## config.mk

```make
export PLATFORM = sky130hd
export DESIGN_NAME = regfile_mp_flat
export DESIGN_NICKNAME = d
export VERILOG_FILES = /design/src/rtl/regfile_mp_if.sv /design/src/rtl/regfile_mp.sv /design/src/flat_wrapper.sv
export SDC_FILE = /design/constraint.sdc
export NUM_CORES = 2
export LEC_CHECK = 0
export BUFFER_PORTS_ARGS = -buffer_cell sky130_fd_sc_hd__buf_4
export CORE_ASPECT_RATIO = 1.5
export CORE_MARGIN = 4
export CORE_UTILIZATION = 35
export CTS_CLUSTER_SIZE = 16
export DETAILED_ROUTE_END_ITERATION = 6
export GPL_ROUTABILITY_DRIVEN = 0
export PLACE_DENSITY_LB_ADDON = 0.05
export SYNTH_ARGS = -nofsm -noshare
export SYNTH_HDL_FRONTEND = slang
export SYNTH_SLANG_ARGS = --single-unit
```

## constraint.sdc

```tcl
create_clock -name clk -period 40.7 [get_ports clk]
set_input_delay 0 -clock clk [delete_from_list [all_inputs] [get_ports clk]]
set_output_delay 0 -clock clk [all_outputs]
set_load 0.02 [all_outputs]
```

## src/rtl/regfile_mp_if.sv

```systemverilog
// Bus bundle between decode/writeback and the multi-port register file:
// read ports, write ports, issue tracking and flush.
interface regfile_mp_if #(
    parameter int XLEN  = 32,
    parameter int NREGS = 32,
    parameter int NRD   = 2,
    parameter int NWR   = 1
);
    localparam int AW = (NREGS > 1) ? $clog2(NREGS) : 1;

    logic [NRD*AW-1:0]   ra;
    logic [NRD*XLEN-1:0] rd;
    logic [NRD-1:0]      rbusy;
    logic [NWR-1:0]      we;
    logic [NWR*AW-1:0]   wa;
    logic [NWR*XLEN-1:0] wd;
    logic                iss_valid;
    logic [AW-1:0]       iss_rd;
    logic                flush;

    modport master (
        output ra, we, wa, wd, iss_valid, iss_rd, flush,
        input  rd, rbusy
    );

    modport slave (
        input  ra, we, wa, wd, iss_valid, iss_rd, flush,
        output rd, rbusy
    );
endinterface

```

## src/rtl/regfile_mp.sv

```systemverilog
// Parametrised multi-port integer register file with optional write-to-read
// bypass, hardwired zero register and a per-register busy scoreboard.
module regfile_mp #(
    parameter int XLEN     = 32,
    parameter int NREGS    = 32,
    parameter int NRD      = 2,
    parameter int NWR      = 1,
    parameter int BYPASS   = 1,
    parameter int ZERO_REG = 1
) (
    input  logic         clk,
    input  logic         reset,
    regfile_mp_if.slave  bus
);
    localparam int AW = (NREGS > 1) ? $clog2(NREGS) : 1;

    logic [XLEN-1:0]     regs_q [NREGS];
    logic [XLEN-1:0]     regs_d [NREGS];
    logic [NREGS-1:0]    busy_q;
    logic [NREGS-1:0]    busy_d;
    logic [NRD*XLEN-1:0] rd_c;
    logic [NRD-1:0]      rbusy_c;

    // Later write ports overwrite earlier ones, so the highest index wins.
    always_comb begin
        for (int r = 0; r < NREGS; r++) begin
            regs_d[r] = regs_q[r];
            for (int j = 0; j < NWR; j++) begin
                if (bus.we[j] && (bus.wa[j*AW +: AW] == AW'(r))) begin
                    regs_d[r] = bus.wd[j*XLEN +: XLEN];
                end
            end
        end
        if (ZERO_REG != 0) begin
            regs_d[0] = '0;
        end
    end

    // Per-bit priority: issue set beats flush, flush beats writeback clear.
    always_comb begin
        busy_d = busy_q;
        for (int r = 0; r < NREGS; r++) begin
            for (int j = 0; j < NWR; j++) begin
                if (bus.we[j] && (bus.wa[j*AW +: AW] == AW'(r))) begin
                    busy_d[r] = 1'b0;
                end
            end
            if (bus.flush) begin
                busy_d[r] = 1'b0;
            end
            if (bus.iss_valid && (bus.iss_rd == AW'(r))) begin
                busy_d[r] = 1'b1;
            end
        end
        if (ZERO_REG != 0) begin
            busy_d[0] = 1'b0;
        end
    end

    always_ff @(posedge clk or posedge reset) begin
        if (reset) begin
            for (int r = 0; r < NREGS; r++) begin
                regs_q[r] <= '0;
            end
            busy_q <= '0;
        end else begin
            for (int r = 0; r < NREGS; r++) begin
                regs_q[r] <= regs_d[r];
            end
            busy_q <= busy_d;
        end
    end

    // Reads are combinational; reset masks them so bypassed write data
    // cannot leak out while the file is being cleared.
    always_comb begin
        rd_c    = '0;
        rbusy_c = '0;
        for (int i = 0; i < NRD; i++) begin
            rd_c[i*XLEN +: XLEN] = regs_q[bus.ra[i*AW +: AW]];
            rbusy_c[i]           = busy_q[bus.ra[i*AW +: AW]];
            if (BYPASS != 0) begin
                for (int j = 0; j < NWR; j++) begin
                    if (bus.we[j] && (bus.wa[j*AW +: AW] == bus.ra[i*AW +: AW])) begin
                        rd_c[i*XLEN +: XLEN] = bus.wd[j*XLEN +: XLEN];
                        rbusy_c[i]           = 1'b0;
                    end
                end
            end
            if ((ZERO_REG != 0) && (bus.ra[i*AW +: AW] == '0)) begin
                rd_c[i*XLEN +: XLEN] = '0;
                rbusy_c[i]           = 1'b0;
            end
        end
        if (reset) begin
            rd_c    = '0;
            rbusy_c = '0;
        end
    end

    assign bus.rd    = rd_c;
    assign bus.rbusy = rbusy_c;
endmodule

```

## src/flat_wrapper.sv

```systemverilog
// flat-port wrapper written by rule: the top's interface ports become plain ports
module regfile_mp_flat 
#(
    parameter int XLEN     = 32,
    parameter int NREGS    = 32,
    parameter int NRD      = 2,
    parameter int NWR      = 1,
    parameter int BYPASS   = 1,
    parameter int ZERO_REG = 1
)
  (clk, reset, bus_ra, bus_we, bus_wa, bus_wd, bus_iss_valid, bus_iss_rd, bus_flush, bus_rd, bus_rbusy);
  regfile_mp_if #(.XLEN(XLEN), .NREGS(NREGS), .NRD(NRD), .NWR(NWR)) bus_i ();
  input  logic clk;
  input  logic reset;
  input wire logic [$bits(bus_i.ra)-1:0] bus_ra;
  input wire logic [$bits(bus_i.we)-1:0] bus_we;
  input wire logic [$bits(bus_i.wa)-1:0] bus_wa;
  input wire logic [$bits(bus_i.wd)-1:0] bus_wd;
  input wire logic [$bits(bus_i.iss_valid)-1:0] bus_iss_valid;
  input wire logic [$bits(bus_i.iss_rd)-1:0] bus_iss_rd;
  input wire logic [$bits(bus_i.flush)-1:0] bus_flush;
  output wire logic [$bits(bus_i.rd)-1:0] bus_rd;
  output wire logic [$bits(bus_i.rbusy)-1:0] bus_rbusy;
  assign bus_i.ra = bus_ra;
  assign bus_i.we = bus_we;
  assign bus_i.wa = bus_wa;
  assign bus_i.wd = bus_wd;
  assign bus_i.iss_valid = bus_iss_valid;
  assign bus_i.iss_rd = bus_iss_rd;
  assign bus_i.flush = bus_flush;
  assign bus_rd = bus_i.rd;
  assign bus_rbusy = bus_i.rbusy;
  regfile_mp #(.XLEN(XLEN), .NREGS(NREGS), .NRD(NRD), .NWR(NWR), .BYPASS(BYPASS), .ZERO_REG(ZERO_REG)) u_core (.clk(clk), .reset(reset), .bus(bus_i));
endmodule
```

Word-level counts from Yosys, hierarchy flattened

Cells that the tools add are included.

Output and inout bits: 66
Flip-flop bits (word level): 1023
Word-level logic and storage cells: 342

Magnitude comparators: 4
Mux-type cells: 113
Bitwise logic cells: 2
Eq/ne operators: 64
Reduce and logical (&&, ||, !) cells: 97

Operators with widths:

| operator           | number |
|---|---|
| $bmux 32 s5        | 2 |
| $mux 32            | 8 |
| $eq 5x5->1 const B | 32 |
| $mux 1             | 99 |
| $reduce_bool 3->1  | 31 |
| $eq 5x4->1 const B | 16 |
| $logic_and 1x1->1  | 64 |
| $mux 64            | 1 |
| $eq 5x3->1 const B | 8 |
| $eq 5x2->1 const B | 4 |
| $ge 6x6->1 const B | 2 |
| $lt 5x6->1 const B | 2 |
| $not 5->6          | 2 |
| $bmux 1 s5         | 2 |
| $eq 5x1->1 const B | 2 |
| $eq 5x5->1         | 2 |
| $logic_not 5->1    | 2 |
| $mux 2             | 1 |

Longest topological paths before layout

Depth in word-level cells: 7
Depth in mapped cells: 10

Worst setup path after synthesis

OpenSTA, ideal clock, no wires.

Path type: input to output
From: input port reset
To: output port bus_rd[10]
Arrival time: 22857 ps
Stages on the path: 6
Path slack: 17843 ps
Cell sequence: inv_1 nand2_1 a21oi_1 clkbuf_1 a22oi_1 o21ai_1

Longest elaborated chain between the ends: 1

Ends and longest elaborated chain:

| item               | RTL line           | text |
|---|---|---|
| start: declaration | flat_wrapper.sv:14 | `input logic reset;` |
| $mux 64            | regfile_mp.sv:95   | `if (reset) begin` |
| end: declaration   | flat_wrapper.sv:22 | `output wire logic [$bits(bus_i.rd)-1:0] bus_rd;` |

Every way passes these cells.

Final worst setup path

From: input port bus_ra[5]
To: output port bus_rd[48]

Longest elaborated chain between the ends: 7
Elaborated cells on any way between the ends: 10
Classes of those cells: eq/ne: 1; mux: 6; bitwise: 1; reduce/logical: 2

Ends and longest elaborated chain:

| item                                       | RTL line           | text |
|---|---|---|
| start: declaration                         | flat_wrapper.sv:15 | `input wire logic [$bits(bus_i.ra)-1:0] bus_ra;` |
| $not 5->6 (not written as such)            | regfile_mp.sv:80   | `rd_c[i*XLEN +: XLEN] = regs_q[bus.ra[i*AW +: AW]];` |
| $bmux 32 s5                                | regfile_mp.sv:80   |  |
| $mux 32 (not written as such) (2 in a row) | regfile_mp.sv:80   |  |
| $mux 32                                    | regfile_mp.sv:84   | `if (bus.we[j] && (bus.wa[j*AW +: AW] == bus.ra[i*AW +: AW])) begin` |
| $mux 32 *                                  | regfile_mp.sv:90   | `if ((ZERO_REG != 0) && (bus.ra[i*AW +: AW] == '0)) begin` |
| $mux 64 *                                  | regfile_mp.sv:95   |  |

Every way passes the cells marked *; elsewhere a longest branch is shown, timed or not. The select of a mux whose other input is x is not followed.

==> results_dict.tcl <==
set metrics [dict create \
    status "finished clean" \
    cts.path.max_buffers 3 \
    start_util 0.3534 \
    ys_async_sr_fraction 1.000 \
    synth_commonest_cells "1101 x mux2_2, 1023 x dfrtp_1, 522 x mux4_2" \
    drc 0 \
    hold_path_class "primary input to asynchronous set/reset pin" \
    tightest_slew_ns 1.221 \
    die_x_um 333.3 \
    ios 123 \
    p_leak_nw 26.63 \
    grt_util_all_layers 0.2527 \
    ys_top_cells_by_area "dfrtp_1 46%, mux2_2 22%, mux4_2 21%" \
    vias 35302 \
    synth_compound_area_frac 0.03236 \
    synthCells 3632 \
    cts.sinks 1023 \
    fin_skew_ns 0 \
    fin_util 0.3980 \
    synth_fp_nets 3689 \
    ys.flop_type "dfrtp_1" \
    fmaxAchievable_mhz 197.9 \
    critPathRequiredTime_ns 40.70 \
    synth-edff-count 0 \
    synth.yosys.seq_area_share 0.4607 \
    synth-simple-area-share 0.01786 \
    htree_levels 3 \
    rsz0062_at_grt "no" \
    cp-end-kind "primary output" \
    finalHoldViolations 0 \
    worst-path-max-fanout 62 \
    irDropWorstVdd_v 0.00003445 \
    startpoint_type "primary input" \
    fin_nets 3650 \
    die_h_um 496.0 \
    die_area_um2 165300 \
    syn_to_final_growth_pct 12.60 \
    overflow 0 \
    cts_tree "built" \
    yosysMostFrequentCell "mux2_2" \
    wl_per_cell_um 36.35 \
    core_um2 157200 \
    clkLatencyLatePin_ns 0.74 \
    final_antenna_net_count 0 \
    firstDrtPassIters 7 \
    antenna_found_initial 7 \
    drv_slew 0 \
    period_needed_ns 5.053 \
    ys_types 48 \
    grt_pass1_vias 38407 \
    syn_area_per_cell_um2 15.30 \
    cts.clk_slew.worst_paths_ns 0.06 \
    place_hpwl_um 111000 \
    fin_crit_sh 0.1242 \
    ys_ff_latch 1023 \
    yosys_warnings 0 \
    cts_root_buf "clkbuf_16" \
    tns_ns 0 \
    synth.mux.area_fraction 0.4536 \
    synth_top_area_frac 0.4607 \
    cts_resized 0 \
    slew_headroom 0.1858 \
    synth_top_family_by_area "multiplexers" \
    synth-adder-area-share 0 \
    cp.arrival_ns 5.05 \
    cts_made_buffers 114 \
    n_fill_cell 14548 \
    synth_top_cell_by_area "dfrtp_1" \
    synth_xor_area_frac 0.001576 \
    grt_pass1_wl_um 298800 \
    power.density_nw_per_um2 49.13 \
    wl_um 209400 \
    finalSetupViolCount 0 \
    drv_cap 0 \
    drt-initial-drc-count 2619 \
    syn_area_um2 55570 \
    io_buffers 122 \
    grt_max_degree 179 \
    drive_gt1_frac 0.5574 \
    crit_type "primary input to primary output" \
    viasPerCell 6.128 \
    crit_start "bus_ra[5]" \
    r2r_start "u_core.busy_q[16]" \
    rows 178 \
]
## flip-flops by register name, indices dropped and copies added (netlist names)
name / flops
u_core.busy_q: 31
u_core.regs_q: 992
## final cells by class
cell class                 count  area, µm²  share of cell area
antenna                        4      10.01           0.0001600
clock buffer                 164       3321             0.05307
clock inverter                46      485.5            0.007758
inverter                      16      68.82            0.001100
multi-input combinational   2192      28400              0.4539
sequential                  1023      25600              0.4091
tap                         2070       2590             0.04139
timing repair buffer         246       2097             0.03351
## power by group
part | switching [mW] | leakage, nW | internal (mW) | total [mW]
sequential | 0.144 | 13.1 | 1.21 | 1.36
clock | 0.458 | 1.88 | 0.605 | 1.06
combinational | 0.267 | 11.6 | 0.387 | 0.655
total | 0.870 | 26.6 | 2.20 | 3.07
## final timing paths
path / to / slack (ns) / cells after the start
worst max-delay path: bus_rd[48] / 35.65 / 10
worst min-delay path: u_core.regs_q[774] / 0.05 / 3
worst max register to register: u_core.busy_q[16] / 39.43 / 3
worst min register to register: u_core.regs_q[551] / 0.52 / 1
max in group asynchronous: u_core.regs_q[92] / 37.33 / 6
min in group clk: u_core.regs_q[105] / 0.10 / 3
## logic make-up (layout without fill, tap and decap cells)
kind of cell    after synthesis  count (layout)
other cells                   0               4
flops                      1023            1023
mux                        1728            1728
buf+inv                     417             472
simple gates                201             201
compound gates              253             253
xor+xnor                     10              10
## placed cells by master, fill, tap and decap left out, types with 18 or more instances in the layout
cell and n:
clkbuf_16 114, dfrtp_1 1023, nand3b_1 18, a22o_1 48, nand3_1 19, a22oi_1 23
mux2i_1 104, mux2_2 1101, mux4_2 522, clkbuf_8 29, clkinv_2 27, o21ai_0 49
o22ai_1 35, clkbuf_1 22, nor2_1 25, dlygate4sd3_1 49, buf_4 184, nor3_1 25
nand2_1 51
## through the flow
step	cells	worst slack (ns)	instance area, µm²	power (mW)	hold WS [ns]
global placement	5498	35.56	58270	1.991	0.3145
finish	5761	35.65	62570	3.074	0.04575
CTS	5757	35.54	62560	3.109	0.01055
detailed placement	5498	35.53	58270	2.028	0.3290
global route	5758	35.29	62570	3.212	0.06840
floorplan	3632	11.87	55570	1.826	0.1517
## routing by layer
metal	vias up	track usage	wire length, µm
li1	14093	-	-
met5	-	0	0
met3	324	0.03410	9797
met2	1116	0.4204	102300
met4	0	0.09675	8226
met1	19769	0.3381	89150
## worst max-delay path, stage by stage
cell     delay [ns]
buf_8          0.56
buf_4          0.75
buf_4          0.75
buf_4          0.71
mux4_2         0.58
mux2i_1        0.31
o22ai_1        0.19
nor3_1         0.65
nor2_1         0.14
buf_4          0.20
## timing repair
item / 4_1_cts / 5_1_grt
setup buffers: 0 / 0
hold buffers: 49 / 0
hold endpoints to repair: 1142 / 0
Note: power is estimated with default switching activity, not from simulation.
